[config.mk]
export PLATFORM = sky130hd
export DESIGN_NAME = bcd_operand_frontend
export DESIGN_NICKNAME = d
export VERILOG_FILES = /design/src/rtl/bcd_operand_frontend_pkg.sv /design/src/rtl/bcd_operand_frontend_seg7_decode.sv /design/src/rtl/bcd_operand_frontend.sv
export SDC_FILE = /design/constraint.sdc
export NUM_CORES = 1
export LEC_CHECK = 0
export BUFFER_PORTS_ARGS = -buffer_cell sky130_fd_sc_hd__buf_2
export CORE_MARGIN = 2
export CORE_UTILIZATION = 51
export DETAILED_ROUTE_END_ITERATION = 7
export PLACE_DENSITY = 0.79
export SLEW_MARGIN = 25
export SYNTH_ARGS = -nofsm -noshare
export SYNTH_HDL_FRONTEND = slang
export SYNTH_HIERARCHICAL = 1
export SYNTH_SLANG_ARGS = --single-unit
[constraint.sdc]
create_clock -name CLK -period 3.3 [get_ports CLK]
set_clock_uncertainty 0.2 [all_clocks]
set_input_delay 0.495 -clock CLK [delete_from_list [all_inputs] [get_ports CLK]]
set_output_delay 0.495 -clock CLK [all_outputs]
set_load 0.01 [all_outputs]
[src/rtl/bcd_operand_frontend_pkg.sv]
// Shared constants for the BCD operand front end: default operand width
// and active-low 7-segment codes ({dp,g,f,e,d,c,b,a}).
package bcd_operand_frontend_pkg;

  localparam int INPUTWIDTH = 16;

  localparam logic [7:0] SEG_0     = 8'hC0;
  localparam logic [7:0] SEG_1     = 8'hF9;
  localparam logic [7:0] SEG_2     = 8'hA4;
  localparam logic [7:0] SEG_3     = 8'hB0;
  localparam logic [7:0] SEG_4     = 8'h99;
  localparam logic [7:0] SEG_5     = 8'h92;
  localparam logic [7:0] SEG_6     = 8'h82;
  localparam logic [7:0] SEG_7     = 8'hF8;
  localparam logic [7:0] SEG_8     = 8'h80;
  localparam logic [7:0] SEG_9     = 8'h90;
  localparam logic [7:0] SEG_BLANK = 8'hFF;
  localparam logic [7:0] SEG_MINUS = 8'hBF;
  localparam logic [3:0] ANODE_OFF = 4'hF;

endpackage

[src/rtl/bcd_operand_frontend_seg7_decode.sv]
// Combinational BCD digit to active-low segment code; non-decimal
// digit values render as a dash so bad input is visible on the display.
module bcd_seg7_decode
  import bcd_operand_frontend_pkg::*;
(
  input  logic [3:0] digit_i,
  output logic [7:0] seg_o
);

  always_comb begin
    seg_o = SEG_MINUS;
    case (digit_i)
      4'd0: seg_o = SEG_0;
      4'd1: seg_o = SEG_1;
      4'd2: seg_o = SEG_2;
      4'd3: seg_o = SEG_3;
      4'd4: seg_o = SEG_4;
      4'd5: seg_o = SEG_5;
      4'd6: seg_o = SEG_6;
      4'd7: seg_o = SEG_7;
      4'd8: seg_o = SEG_8;
      4'd9: seg_o = SEG_9;
      default: seg_o = SEG_MINUS;
    endcase
  end

endmodule

[src/rtl/bcd_operand_frontend.sv]
// Calculator operand front end: two-stage BCD->signed binary converter
// loading operand A/B, plus a multiplexed 4-digit 7-segment scanner.
module bcd_operand_frontend
  import bcd_operand_frontend_pkg::*;
#(
  parameter int N           = INPUTWIDTH,
  parameter int REFRESH_DIV = 100000
) (
  input  logic         CLK,
  input  logic         RST,
  input  logic [3:0]   hundreds,
  input  logic [3:0]   tens,
  input  logic [3:0]   ones,
  input  logic         is_signed,
  input  logic         i_ce,
  input  logic         a,
  input  logic         b,
  output logic [N-1:0] o_bin_a,
  output logic [N-1:0] o_bin_b,
  output logic         o_bcd_err,
  input  logic         i_disp_ce,
  input  logic [11:0]  i_bcd,
  output logic [3:0]   led_active,
  output logic [7:0]   led_code
);

  localparam int CW = (REFRESH_DIV > 2) ? $clog2(REFRESH_DIV) : 1;

  // Converter stage 1: magnitude, sign, targets and digit validity
  logic         s1_valid_q, s1_neg_q, s1_a_q, s1_b_q, s1_err_q;
  logic [9:0]   s1_mag_q;
  logic [9:0]   mag_d;
  logic         err_d;
  logic [N-1:0] mag_ext, val_d;
  logic [N-1:0] bin_a_q, bin_b_q;
  logic         bcd_err_q;

  // Out-of-range digits may overflow 10 bits, but such a result is discarded.
  assign mag_d   = 10'(hundreds) * 10'd100 + 10'(tens) * 10'd10 + 10'(ones);
  assign err_d   = (hundreds > 4'd9) | (tens > 4'd9) | (ones > 4'd9);
  assign mag_ext = N'(s1_mag_q);
  assign val_d   = s1_neg_q ? (~mag_ext + N'(1)) : mag_ext;

  always_ff @(posedge CLK) begin
    if (!RST) begin
      s1_valid_q <= 1'b0;
      s1_neg_q   <= 1'b0;
      s1_a_q     <= 1'b0;
      s1_b_q     <= 1'b0;
      s1_err_q   <= 1'b0;
      s1_mag_q   <= '0;
      bin_a_q    <= '0;
      bin_b_q    <= '0;
      bcd_err_q  <= 1'b0;
    end else begin
      s1_valid_q <= i_ce;
      if (i_ce) begin
        s1_mag_q <= mag_d;
        s1_neg_q <= is_signed;
        s1_a_q   <= a;
        s1_b_q   <= b;
        s1_err_q <= err_d;
      end
      if (s1_valid_q) begin
        if (s1_err_q) begin
          bcd_err_q <= 1'b1;
        end else begin
          bcd_err_q <= 1'b0;
          if (s1_a_q) bin_a_q <= val_d;
          if (s1_b_q) bin_b_q <= val_d;
        end
      end
    end
  end

  assign o_bin_a   = bin_a_q;
  assign o_bin_b   = bin_b_q;
  assign o_bcd_err = bcd_err_q;

  // Display scanner: free-running slot counter, index advances on wrap
  logic [CW-1:0] cnt_q;
  logic [1:0]    idx_q;
  logic          wrap;
  logic [3:0]    digit_sel;
  logic [7:0]    seg_dec;
  logic [7:0]    code_d;
  logic [3:0]    anode_d;
  logic [3:0]    led_active_q;
  logic [7:0]    led_code_q;

  assign wrap = (cnt_q == CW'(REFRESH_DIV - 1));

  always_comb begin
    digit_sel = 4'h0;
    case (idx_q)
      2'd0:    digit_sel = i_bcd[3:0];
      2'd1:    digit_sel = i_bcd[7:4];
      2'd2:    digit_sel = i_bcd[11:8];
      default: digit_sel = 4'h0;
    endcase
  end

  bcd_seg7_decode u_dec (
    .digit_i (digit_sel),
    .seg_o   (seg_dec)
  );

  always_comb begin
    anode_d = ANODE_OFF;
    code_d  = SEG_BLANK;
    if (i_disp_ce) begin
      anode_d = ~(4'b0001 << idx_q);
      if (idx_q == 2'd3) code_d = is_signed ? SEG_MINUS : SEG_BLANK;
      else               code_d = seg_dec;
    end
  end

  always_ff @(posedge CLK) begin
    if (!RST) begin
      cnt_q        <= '0;
      idx_q        <= 2'd0;
      led_active_q <= ANODE_OFF;
      led_code_q   <= SEG_BLANK;
    end else begin
      cnt_q <= wrap ? '0 : cnt_q + CW'(1);
      if (wrap) idx_q <= idx_q + 2'd1;
      led_active_q <= anode_d;
      led_code_q   <= code_d;
    end
  end

  assign led_active = led_active_q;
  assign led_code   = led_code_q;

endmodule

Word level (Yosys, flattened, before mapping). Memories as Yosys holds them, arrays and structs flattened. Cells that the tools add are included.

Bits in writable memories: 0. Word-level logic and storage cells: 45. Output and inout port bits: 45. Memories kept: 1. Bits in latches: 0. ROM bits: 112. Input bits: 31. Flip-flop bits (word level): 79.

Reductions and logical operators: 5. Bitwise operators: 6. Shift operators: 1. Add/sub/neg operators: 5. Equal/unequal tests: 4. Order comparisons: 3. Muxes and demuxes: 5. Multipliers: 2. Divide/modulo/power cells: 0.

Memories: (no name shown) (depth 16, width 7, read ports 1, clocked after Yosys merged registers in 0, write ports 0, line bcd_operand_frontend_seg7_decode.sv:12) `case (digit_i)`.

Operators by type and width (number): $add 17x1->17 const B (1); $eq 17x17->1 const B (1); $add 16x1->16 const B (1); $mux 16 (1); $not 10->16 (1); $gt 4x4->1 const B (3); $pmux 4 s3 (1); $add 10x4->10 (1); $add 10x8->10 (1); $mul 4x5->8 const B (1); $mux 8 (1); $mul 4x3->7 const B (1); $mux 7 (1); $reduce_and 3->1 (2); $eq 2x2->1 const B (2); $not 4->4 (1); $shl 1x2->4 const A (1); $add 2x1->2 const B (1); $eq 2x1->1 const B (1); $logic_not 2->1 (1); $not 1->1 (2); $or 1x1->1 (2); $reduce_and 2->1 (1); $reduce_or 2->1 (1); $mux 1 (1).

Longest topological paths before layout. An unclocked memory read counts as a cell.

Word-level depth: 4. Gate-level depth with buffers: 12. Gate-level depth less buffers: 12.

Cells and area by module. The synthesis kept the hierarchy.

By module, submodules not included: bcd_operand_frontend (cells an instance 421, instances 1, sequential area each 1581.5 µm², area an instance 3892.5 µm²); bcd_seg7_decode (cells an instance 35, instances 1, sequential area each 0.0 µm², area an instance 216.5 µm²).

Worst setup path after synthesis. OpenSTA, ideal clock, no wires.

Kind: in2reg. From: in tens[1]. To: reg s1_mag_q[9]. Arrival time: 2.897 ns. Library setup time: 0.091 ns. Path slack: 0.112 ns. Data required time: 3.009 ns. Cell stages on the path: 10. Buffers on the path: 0. Cell sequence: ha_1 ha_1 fa_1 xor2_1 ha_1 ha_1 o211ai_1 o211a_1 a211o_1 a311oi_1.

Cells in the longest elaborated chain, start to end: 3.

RTL lines: start, declared (line bcd_operand_frontend.sv:12) `input logic [3:0] tens,`; $mul 4x3->7 (line bcd_operand_frontend.sv:39) `assign mag_d = 10'(hundreds) * 10'd100 + 10'(tens) * 10'd10 + 10'(ones);`; $add 10x8->10 (line bcd_operand_frontend.sv:39); $add 10x4->10 (line bcd_operand_frontend.sv:39); end signal, assigned (line bcd_operand_frontend.sv:58) `s1_mag_q <= mag_d;`; end, declared (line bcd_operand_frontend.sv:31) `logic [9:0] s1_mag_q;`.

Every way passes these cells. A chain may end at the register's enable or synchronous reset.

Worst setup path in the final report. Ends and elaborated chain as after synthesis.

==> flow_summary.yaml <==
finish:
  final_cells: 637
  final_nets: 603
  diodes: 0
  postLayoutCellArea_um2: 4770
  area_growth_pct: 16.2
  layout-drive-gt1-share_pct: 20.9
  utilization_pct: 61.5
sta:
  fin_crit_ns: 3.08
  drv_slew: 0
  clock.fmax_mhz: 324
  period_share_pct: 93.4
  tns_ns: 0
  rsz0062_at_grt: "false"
  hold_viol: 0
  slew_headroom_pct: 50.6
  setup_viol: 0
  worst-slew-pin-transition_ns: 0.741
critical_path:
  crit_fanout: 3
  r2r_cells: 9
  cp-end-kind: "register"
  cp.required_ns: 3.36
  r2r-start: "idx_q[0]"
  cp-start-kind: "primary input"
  worstSetupStartpoint: "tens[1]"
  path_class: "in2reg"
  arrival_ns: 3.14
yosys:
  synth_ff_type: "dfxtp_1"
  ys_warn_count: 6
  syn_area_um2: 4110
  avgSynthCellArea_um2: 9.01
  syn_inst: 456
  synth_cell_types: 57
  ys_seq_area_share_pct: 38.5
  async_flop_share_pct: 0
  synth_edf_count: 0
  synth_nets: 529
  synth-seq-cells: 79
global_routing:
  grt_pass1_vias: 3343
  grt_pass1_wl_mm: 14.8
  grt_max_degree: 42
  antenna_found_initial: 0
  grt.total_usage_pct: 20.9
  grt_overflow: 0
die:
  die_area_um2: 8790
  coreArea_um2: 7770
  io_pins: 76
  die_x_um: 93.8
  rows: 32
  die_h_um: 93.8
  start_util_pct: 52.9
power_and_ir_drop:
  p_leak_nw: 2.02
  ir_drop_mv: 0.235
  power_density_nw_per_um2: 463
cts:
  clk_pin_slew_ns: 0.08
  cts_root_buf: "clkbuf_8"
  htree_levels: 3
  clock_path_buffers: 2
  clk_latency_ns: 0.35
  cts_sinks: 79
  cts_resized: 0
  cts_tree: "done"
  cts_setup_buffers: 0
  cts_made_buffers: 9
  postCtsHoldBufs: 0
place:
  place_area_um2: 4570
  placed_cells: 621
  io_buffers: 75
  gp_congestion: 0.823
  hpwl_mm: 6.60
worst_hold_path:
  hold_depth: 3
  worstHoldStart: "a"
  hold_class: "in2reg"
route:
  drt_iter0_markers: 145
  num_vias: 3501
  drtPass1Iterations: 4
  post-route-drc-count: 0
  wl_mm: 8.61
  antenna_left: 0
  vias_per_cell: 5.50
  post_drt_wl_per_cell_um: 13.5
outcome:
  outcome: "finished, final reports clean"
job:
  drv_cap: 0
## layout make-up
type,instances,area [um2]
Clock buffer,10,138
Clock inverter,6,67.6
Fill cell,695,2990
Inverter,21,78.8
Multi-Input combinational cell,337,2350
Sequential cell,79,1580
Tap cell,102,128
Timing Repair Buffer,82,428
## logic make-up after synthesis
logic type	count (synthesis)	synth area share, %
AO/OA/AOI/OAI	97	16.0
XOR/XNOR	26	5.54
adder cells (fa/ha/maj)	42	13.7
buffers and inverters	40	4.23
flip-flops	79	38.5
multiplexers	9	2.19
other	1	0.0913
AND/OR/NAND/NOR	162	19.8
## worst paths after layout
path	slack, ns	to
worst max-delay path	0.22	s1_mag_q[9]
worst min-delay path	0.23	s1_a_q
worst max register to register	0.74	led_code[3]
worst min register to register	0.26	o_bin_b[15]
## sequential cells by signal (all words and copies together) (netlist names)
signal / flops
idx_q: 2
s1_mag_q: 10
s1_err_q: 1
o_bin_a: 16
s1_b_q: 1
s1_valid_q: 1
o_bcd_err: 1
led_active: 4
cnt_q: 17
led_code: 8
s1_neg_q: 1
o_bin_b: 16
s1_a_q: 1
## worst max-delay path, stage by stage
cell and delay [ns]:
buf_2 0.11, ha_1 0.29, ha_1 0.23, fa_1 0.38, xor2_1 0.15, ha_1 0.28
ha_1 0.33, o211ai_1 0.12, o211a_1 0.24, a211o_1 0.27, a311oi_1 0.25
## cell usage in the layout (no fill, tap or decap), types with 3 or more instances in the layout
cell and n:
clkbuf_8 10, nor4_1 4, nand3_1 13, mux2i_1 9, fa_1 5, or3_1 13
buf_2 75, a222oi_1 4, nand3_2 3, xnor2_1 11, nor2b_1 3, a211oi_1 15
nand4_1 8, inv_1 21, nor2_1 52, nand2b_1 3, buf_4 7, dfxtp_1 79
o21ai_0 26, and3_1 3, a21oi_1 31, xor2_1 15, ha_1 37, nand2_1 39
## synthesized netlist by cell type, drive strengths merged (2+ instances only)
cell type,number,area share [%]
xnor2,11,2.3
clkbuf,11,1.0
a221oi,2,0.73
nor3,2,0.24
o21ai,27,3.4
and2,2,0.30
nor4,4,0.61
nand4bb,2,0.55
nand2,40,3.7
nor2,52,4.8
dfxtp,79,38
inv,21,1.9
nand4,8,1.2
a211oi,15,2.7
o21a,2,0.37
and4,2,0.43
a21o,2,0.37
o41ai,2,0.79
nor2b,3,0.46
nand3,16,2.3
and3b,2,0.43
or2,3,0.52
nand2b,3,0.46
ha,37,11
a222oi,4,0.97
o211ai,2,0.37
or3,13,2.0
and3,3,0.46
a21oi,32,4.0
o311ai,2,0.85
buf,8,1.3
nand3b,2,0.37
xor2,15,3.2
mux2i,9,2.2
fa,5,2.4
## metal layers
| layer | share of wire (%) | track usage [%] | up-vias |
|---|---|---|---|
| met5 | 0 | 0 | - |
| met4 | 1.1 | 5.43 | 0 |
| met3 | 5.3 | 5.06 | 10 |
| met2 | 47 | 33.9 | 91 |
| met1 | 47 | 27.9 | 1645 |
| li1 | - | - | 1755 |
## where the power goes
| group | leakage (nW) | internal (mW) | switching [mW] |
|---|---|---|---|
| clock | 0.0993 | 0.374 | 0.358 |
| sequential | 0.643 | 0.993 | 0.0493 |
| combinational | 1.28 | 0.194 | 0.243 |
| total | 2.02 | 1.56 | 0.650 |
## stage by stage
step | hold slack, ns | worst slack (ns) | power, mW
finish | 0.228 | 0.217 | 2.21
global route | 0.245 | 0.145 | 2.32
CTS | 0.217 | 0.234 | 2.23
detailed placement | 0.245 | -0.119 | 1.50
global placement | 0.238 | -0.0521 | 1.48
floorplan | 0.226 | 0.112 | 1.37
Power figures use the tool's default switching activity.
